### config.mk
export PLATFORM = sky130hd
export DESIGN_NAME = jellyvl_cdc_handshake_arbiter
export DESIGN_NICKNAME = d
export VERILOG_FILES = /design/src/rtl/jellyvl_cdc_handshake_arbiter.sv
export SDC_FILE = /design/constraint.sdc
export NUM_CORES = 1
export LEC_CHECK = 0
export ABC_AREA = 1
export BUFFER_PORTS_ARGS = -buffer_cell sky130_fd_sc_hd__buf_2
export CAP_MARGIN = 20
export CELL_PAD_IN_SITES_DETAIL_PLACEMENT = 2
export CELL_PAD_IN_SITES_GLOBAL_PLACEMENT = 2
export CORE_ASPECT_RATIO = 0.6
export CORE_MARGIN = 3
export CORE_UTILIZATION = 23
export DETAILED_ROUTE_END_ITERATION = 8
export PLACE_DENSITY_LB_ADDON = 0.12
export SLEW_MARGIN = 30
export SYNTH_ARGS = -nofsm -noshare
export SYNTH_HDL_FRONTEND = slang
export SYNTH_SLANG_ARGS = --single-unit
### constraint.sdc
create_clock -name clk -period 3.55 [get_ports clk]
set_clock_uncertainty 0.2 [all_clocks]
set_input_delay 0.5325 -clock clk [delete_from_list [all_inputs] [get_ports clk]]
set_output_delay 0.5325 -clock clk [all_outputs]
set_load 0.03 [all_outputs]
### src/rtl/jellyvl_cdc_handshake_arbiter.sv
// Round-robin arbiter feeding the source side of a handshake CDC: one {index, payload} word in flight at a time.
// Optional timeout monitor enabled by defining JELLYVL_CDC_HANDSHAKE_ARBITER_TIMEOUT_EN.
module jellyvl_cdc_handshake_arbiter #(
  parameter int NUM            = 4,
  parameter int WIDTH          = 32,
  parameter int IDX_WIDTH      = $clog2(NUM),
  parameter int TIMEOUT_CYCLES = 1024
) (
  input  logic                       rst,
  input  logic                       clk,
  input  logic [NUM*WIDTH-1:0]       s_data,
  input  logic [NUM-1:0]             s_valid,
  output logic [NUM-1:0]             s_ready,
  output logic [IDX_WIDTH+WIDTH-1:0] m_src_in,
  output logic                       m_src_send,
  input  logic                       m_src_rcv,
  output logic                       busy,
  output logic                       timeout_err
);

  typedef enum logic [1:0] {
    IDLE,
    SEND,
    WAIT_RCV_LOW
  } state_t;

  state_t               state;
  logic [IDX_WIDTH-1:0] last_grant;
  logic [IDX_WIDTH-1:0] grant_idx;
  logic [IDX_WIDTH-1:0] cand_idx;
  logic                 grant_found;
  logic [WIDTH-1:0]     grant_data;
  logic                 accept;

  // Search starts one past the previous winner so every requester gets a turn.
  always_comb begin
    grant_idx   = '0;
    grant_found = 1'b0;
    cand_idx    = '0;
    for (int unsigned k = 1; k <= NUM; k++) begin
      cand_idx = IDX_WIDTH'((32'(last_grant) + k) % NUM);
      if (!grant_found && s_valid[cand_idx]) begin
        grant_found = 1'b1;
        grant_idx   = cand_idx;
      end
    end
  end

  always_comb begin
    grant_data = '0;
    for (int unsigned i = 0; i < NUM; i++) begin
      if (grant_idx == IDX_WIDTH'(i)) grant_data = s_data[i*WIDTH +: WIDTH];
    end
  end

  // A stale acknowledge from an aborted transfer blocks new grants until it clears.
  always_comb begin
    s_ready = '0;
    if (rst && (state == IDLE) && !m_src_rcv && grant_found) s_ready[grant_idx] = 1'b1;
  end

  assign accept = |(s_ready & s_valid);
  assign busy   = (state != IDLE);

  always_ff @(posedge clk or negedge rst) begin
    if (!rst) begin
      state      <= IDLE;
      m_src_send <= 1'b0;
      m_src_in   <= '0;
      last_grant <= IDX_WIDTH'(NUM - 1);
    end else begin
      case (state)
        IDLE: begin
          if (accept) begin
            m_src_in   <= {grant_idx, grant_data};
            last_grant <= grant_idx;
            m_src_send <= 1'b1;
            state      <= SEND;
          end
        end
        SEND: begin
          if (m_src_rcv) begin
            m_src_send <= 1'b0;
            state      <= WAIT_RCV_LOW;
          end
        end
        WAIT_RCV_LOW: begin
          if (!m_src_rcv) state <= IDLE;
        end
        default: begin
          m_src_send <= 1'b0;
          state      <= IDLE;
        end
      endcase
    end
  end

`ifdef JELLYVL_CDC_HANDSHAKE_ARBITER_TIMEOUT_EN
  logic [15:0] to_cnt;

  always_ff @(posedge clk or negedge rst) begin
    if (!rst) begin
      to_cnt      <= '0;
      timeout_err <= 1'b0;
    end else begin
      if (accept) begin
        to_cnt <= '0;
      end else if ((state != IDLE) && (to_cnt != '1)) begin
        to_cnt <= to_cnt + 16'd1;
      end
      if (to_cnt == 16'(TIMEOUT_CYCLES)) timeout_err <= 1'b1;
    end
  end
`else
  // Monitor absent; the parameter term is always false for legal TIMEOUT_CYCLES.
  assign timeout_err = 1'b0 && (TIMEOUT_CYCLES == 0);
`endif

endmodule

==> impl_metrics.tcl, run 1 <==
set metrics [dict create \
    status "completed" \
    max-slew-margin-rel_pct 52.7 \
    drt-initial-drc-count 127 \
    clk_pin_slew_ns 0.06 \
    cts_buffers 5 \
    rows 31 \
    syn_inst 443 \
    finalPower_mw 5.08 \
    power_frac_seq_pct 15.9 \
    cp_data_arrival_time_ns 2.58 \
    htreeDepth 2 \
    layout-drive-gt1-share_pct 37.4 \
    cts_resized 0 \
    fp.dieArea_mm2 0.0143 \
    finalCritPeriodShare_pct 93.2 \
    grt_pass1_wl_um 22300 \
    tightestPinTransition_ns 0.708 \
    dieWidth_um 152 \
    diodes 0 \
    hold_ws_ns 0.116 \
    synth_seq_area_share_pct 33.2 \
    syn-cell-area_mm2 0.00295 \
    required_ns 2.82 \
    drtAntennaViolNets 0 \
    hold_viol_final 0 \
    yosys_warnings 0 \
    grt_setup_unrepaired "no" \
    hold_buffers 0 \
    synthDistinctLibCells 30 \
    grt_usage_pct 19.6 \
    areaGrowthSynthToFinish_pct 38.7 \
    pwr-share-comb_pct 74.7 \
    routed_wl_um 13900 \
    start_util_pct 24.0 \
    place_hpwl_um 10900 \
    period_needed_ns 3.31 \
    switchingPower_mw 3.05 \
    gp_congestion 0.791 \
    grt_max_degree 47 \
    wl_per_cell_um 18.1 \
    cts_root_buffer "clkbuf_16" \
    final-setup-viol-count 0 \
    crit_path_start_kind "register" \
    critical_path.max_fanout 18 \
    ys_ff_latch 39 \
    pwr-share-clk_pct 9.4 \
    syn_nets 578 \
    nNetsFinal 738 \
    portBuffers 174 \
    setup_tns_ns 0 \
    cts_sinks 39 \
    max_clock_freq_mhz 302 \
    viasPerCell 4.84 \
    cts_tree "built" \
    hp-class "primary input to async pin" \
    intPower_mw 2.04 \
    drv_cap 0 \
    grt_pass1_vias 4111 \
    postCtsSetupBuffers 0 \
    vdd_drop_max_mv 0.393 \
    die_h_um 93.7 \
    rrSetupSlack_ns 0.58 \
    slew_violations 0 \
    core_mm2 0.0123 \
    p_sw_share_pct 60.0 \
    ioPinCount 176 \
    antenna_found_initial 0 \
    worst_setup_path_end_kind "output port" \
    fin_area_mm2 0.00409 \
    p_per_area_mw_per_mm2 1240 \
    clock_path_buffers 2 \
    critical_path_class "register to output port" \
    num_vias 3720 \
    clk_latency_ns 0.28 \
    post_synth.cell_area_avg_um2 6.65 \
    grt-ovfl-total 0 \
    dpl_cell_area_mm2 0.00393 \
    leakage_nw 2.30 \
    first_pass_iters 4 \
    route.detailed.drc 0 \
]
## area by class of cell
type / count / area [um^2]
Multi-Input combinational cell: 354 / 1730
Timing Repair Buffer: 184 / 946
Tap cell: 165 / 206
Sequential cell: 39 / 978
Inverter: 19 / 71.3
Fill cell: 1499 / 8210
Clock buffer: 8 / 156
## routing by layer
layer	share of wire [%]	global-route usage [%]
met3	7.2	5.84
met5	0	0
met1	49	27.6
met2	43	29.9
met4	0.67	3.96
## worst paths after layout
kind / cells after the start / to / from
setup / recovery: 11 / s_ready[0] / last_grant[0]
hold reg to reg: 2 / m_src_in[21] / m_src_in[21]
hold / removal: 2 / m_src_in[32] / rst
max in group asynchronous: 2 / last_grant[1] / rst
min in group clk: 2 / m_src_in[21] / m_src_in[21]
setup reg to reg: 13 / m_src_in[12] / last_grant[0]
## power by group through the flow
stage | sequential, mW | clock, mW | combinational (mW)
global route | 0.840 | 0.514 | 4.25
finish | 0.808 | 0.478 | 3.80
CTS | 0.811 | 0.497 | 3.86
floorplan | 1.11 | 0 | 2.48
detailed placement | 0.813 | 0 | 3.85
global placement | 0.803 | 0 | 3.73
## critical path, cell delays in order, from the launching register on
cell and delay [ns]:
dfstp_2 0.70, inv_2 0.17, nand2_1 0.11, nand2_1 0.07, nand2_1 0.10, nand2_2 0.10
nor2_8 0.17, nand2_1 0.11, o21ai_4 0.20, buf_4 0.29, nor3_1 0.09, buf_2 0.18
## sequential cells by signal (all words and copies together), names as in the netlist
register,count
m_src_send,1
last_grant,2
m_src_in,34
state,2
## cells in the mapped netlist, drive strengths merged
| cell type | n | area share, % |
|---|---|---|
| or2 | 7 | 1.5 |
| dfrtp | 37 | 31 |
| nand2 | 208 | 27 |
| clkbuf | 4 | 0.51 |
| nor3 | 4 | 0.68 |
| nor2 | 8 | 2.9 |
| conb | 1 | 0.13 |
| nand3b | 1 | 0.68 |
| inv | 19 | 2.4 |
| buf | 27 | 5.6 |
| nand3 | 65 | 12 |
| a21oi | 2 | 0.72 |
| nand4 | 52 | 12 |
| o21ai | 5 | 0.85 |
| dfstp | 2 | 1.8 |
| nor3b | 1 | 0.25 |
## layout by cell type, fill, tap and decap left out, types with 2 or more instances in the layout
| cell type | instances |
|---|---|
| buf_2 | 174 |
| or2_2 | 6 |
| nand2_2 | 5 |
| nand4_1 | 51 |
| dfrtp_1 | 37 |
| nor2_2 | 3 |
| nand3_1 | 63 |
| clkbuf_8 | 2 |
| nand2_1 | 201 |
| clkbuf_16 | 5 |
| o21ai_0 | 3 |
| inv_1 | 12 |
| nor2_8 | 2 |
| buf_4 | 10 |
| inv_2 | 7 |
| nand2_4 | 2 |
| nor2_4 | 2 |
| dfstp_2 | 2 |
| nor3_1 | 4 |
## stage by stage
stage | setup WS [ns] | utilization, % | instances
after floorplan | 0.624 | - | 443
after global placement | 0.622 | 32.0 | 761
after detailed placement | 0.515 | 32.0 | 761
after CTS | 0.189 | 33.2 | 769
after global routing | 0.0138 | 33.2 | 769
final | 0.242 | 33.2 | 769
## cells by family after synthesis
| kind of cell | synth area share (%) |
|---|---|
| other | 0.127 |
| buffers and inverters | 8.53 |
| AOI/OAI and AO/OA | 1.57 |
| DFF | 33.2 |
| and+or+nand+nor | 56.6 |
No activity file was read; power rests on OpenSTA's default activity.
==> run 2, diff against run 1 <==
--- a/config.mk
+++ b/config.mk
@@ -5,14 +5,13 @@
 export SDC_FILE = /design/constraint.sdc
 export NUM_CORES = 1
 export LEC_CHECK = 0
-export ABC_AREA = 1
 export BUFFER_PORTS_ARGS = -buffer_cell sky130_fd_sc_hd__buf_2
 export CAP_MARGIN = 20
 export CELL_PAD_IN_SITES_DETAIL_PLACEMENT = 2
 export CELL_PAD_IN_SITES_GLOBAL_PLACEMENT = 2
 export CORE_ASPECT_RATIO = 0.6
 export CORE_MARGIN = 3
-export CORE_UTILIZATION = 23
+export CORE_UTILIZATION = 25
 export DETAILED_ROUTE_END_ITERATION = 8
 export PLACE_DENSITY_LB_ADDON = 0.12
 export SLEW_MARGIN = 30
==> impl_metrics.tcl, run 2 <==
set metrics [dict create \
    grt_usage_pct 18.1 \
    layout-drive-gt1-share_pct 46.3 \
    cts_buffers 5 \
    ys_ff_latch 39 \
    ioPinCount 176 \
    worst_setup_path_end_kind "output port" \
    layout_common_cells "buf_2, nand2_1, dfrtp_1" \
    cp_slowest_cell "dfstp_2" \
    clk_pin_slew_ns 0.06 \
    drtAntennaViolNets 0 \
    rows 29 \
    grt_max_degree 40 \
    syn-cell-area_mm2 0.00279 \
    yosys_warnings 0 \
    areaGrowthSynthToFinish_pct 39.9 \
    critical_path_class "register to output port" \
    cts_root_buffer "clkbuf_16" \
    dpl_worst_slack_ns 0.735 \
    synthArstFlopShare_pct 100 \
    finalCritPeriodShare_pct 86.6 \
    slew_violations 0 \
    use_met1_pct 24.5 \
    fin_area_mm2 0.00391 \
    syn_inst 299 \
    drt-initial-drc-count 96 \
    required_ns 2.82 \
    max-slew-margin-rel_pct 55.1 \
    reg.largest.list "m_src_in: 34 flops, last_grant: 2 flops, state: 2 flops" \
    max_clock_freq_mhz 325 \
    hold_buffers 0 \
    crit_path_start_kind "register" \
    cp_data_arrival_time_ns 2.34 \
    grt.met3_usage_pct 6.60 \
    final_cell_count_no_fill 602 \
    path_cells "mux2i_1, a2bb2oi_4, buf_4, and2_1, nor3_1, buf_2" \
    synthTopCellsByArea "dfrtp_1, mux2i_1, a21boi_0" \
    syn_nets 434 \
    hold_viol_final 0 \
    place_hpwl_um 8520 \
    synth_top_area_share_pct 33.2 \
    setup_tns_ns 0 \
    grt-ovfl-total 0 \
    post_synth.cell_area_avg_um2 9.34 \
    grt_pass1_vias 3209 \
    cp_slowest_stage_delay_ns 0.62 \
    cpLargestDelayFamily "flip-flops" \
    clk_latency_ns 0.28 \
    antenna_found_initial 2 \
    wl_per_cell_um 18.6 \
    num_vias 2925 \
    first_pass_iters 4 \
    nNetsFinal 596 \
    drv_cap 0 \
    cts_resized 0 \
    critical_path.max_fanout 33 \
    period_needed_ns 3.07 \
    core_mm2 0.0107 \
    critPathBufInv 2 \
    nFillCells 1248 \
    cts_sinks 39 \
    leakage_nw 2.05 \
    grt_setup_unrepaired "no" \
    netlist_top_cells_count "nand2_1, dfrtp_1, mux2i_1" \
    fp.dieArea_mm2 0.0125 \
    yosys_most_used_dff "dfrtp_1" \
    synth_largest_area_cell "dfrtp_1" \
    synthDistinctLibCells 36 \
    grt_pass1_wl_um 17700 \
    htreeDepth 2 \
    hp-class "primary input to async pin" \
    clock_path_buffers 2 \
    final-setup-viol-count 0 \
    cts_tree "built" \
    tightestPinTransition_ns 0.673 \
    portBuffers 174 \
    routed_wl_um 11200 \
    status "completed" \
    die_h_um 87.9 \
    finalPower_mw 2.96 \
    setup_ws_ns 0.475 \
    met2_usage_pct 28.4 \
    place_inst 593 \
    largest_reg_flops 34 \
    synth_edf_count 0 \
    gp_congestion 0.726 \
    multiInputGateArea_mm2 0.00166 \
    seqCellArea_um2 978 \
    synth_seq_area_share_pct 35.0 \
    final_common_cell "buf_2" \
    postCtsSetupBuffers 0 \
    route.detailed.drc 0 \
    vdd_drop_max_mv 0.216 \
    p_per_area_mw_per_mm2 757 \
    largest-register "m_src_in" \
    start_util_pct 26.0 \
    viasPerCell 4.86 \
    top_usage_layer "met2" \
    dpl_cell_area_mm2 0.00375 \
    yosysMostFrequentCell "nand2_1" \
    dieWidth_um 142 \
]
==> run 2: path summary, 6_finish.rpt <==
check,startpoint,end,slack [ns],cells past startpoint
max in group asynchronous,rst,m_src_in[29],2.61,2
setup / recovery,last_grant[1],s_ready[1],0.48,6
hold / removal,rst,state[1],0.15,2
hold reg to reg,m_src_in[33],m_src_in[33],0.28,2
min in group clk,m_src_in[33],m_src_in[33],0.28,2
setup reg to reg,state[1],m_src_in[2],1.12,6
==> run 2: logic make-up (layout without fill, tap and decap cells) <==
group	count (synthesis)	count (layout)	synth area share, %
compound gates	106	106	28.5
simple gates	91	91	17.3
flops	39	39	35.0
mux	33	33	11.8
buf+inv	28	191	6.85
other cells	1	2	0.134
xor+xnor	1	1	0.314
==> run 2: layout make-up <==
cell class / count / area share, %
diodes: 1 / 0.0641
clock buffers: 8 / 4.00
multi-input cells: 232 / 42.4
well taps: 139 / 4.45
flip-flops and latches: 39 / 25.0
repair buffers: 183 / 24.0
==> run 2: per-layer routing <==
metal	part of all wire [%]	vias to the layer above
met3	8.6	9
met1	47	1394
met5	0.21	-
li1	-	1410
met4	0.37	4
met2	43	108
==> run 2: report_power, final <==
group,switching [mW],total [mW],internal (mW)
Clock,0.181,0.480,0.300
Combinational,1.08,1.66,0.582
Sequential,0.139,0.812,0.673
Total,1.40,2.96,1.55
==> run 2: stage by stage <==
step                      utilization, %  hold WS [ns]
after global routing                36.3         0.205
after floorplan                        -        0.0369
after global placement              34.9         0.254
after detailed placement            34.9         0.277
after CTS                           36.3         0.172
final                               36.4         0.149
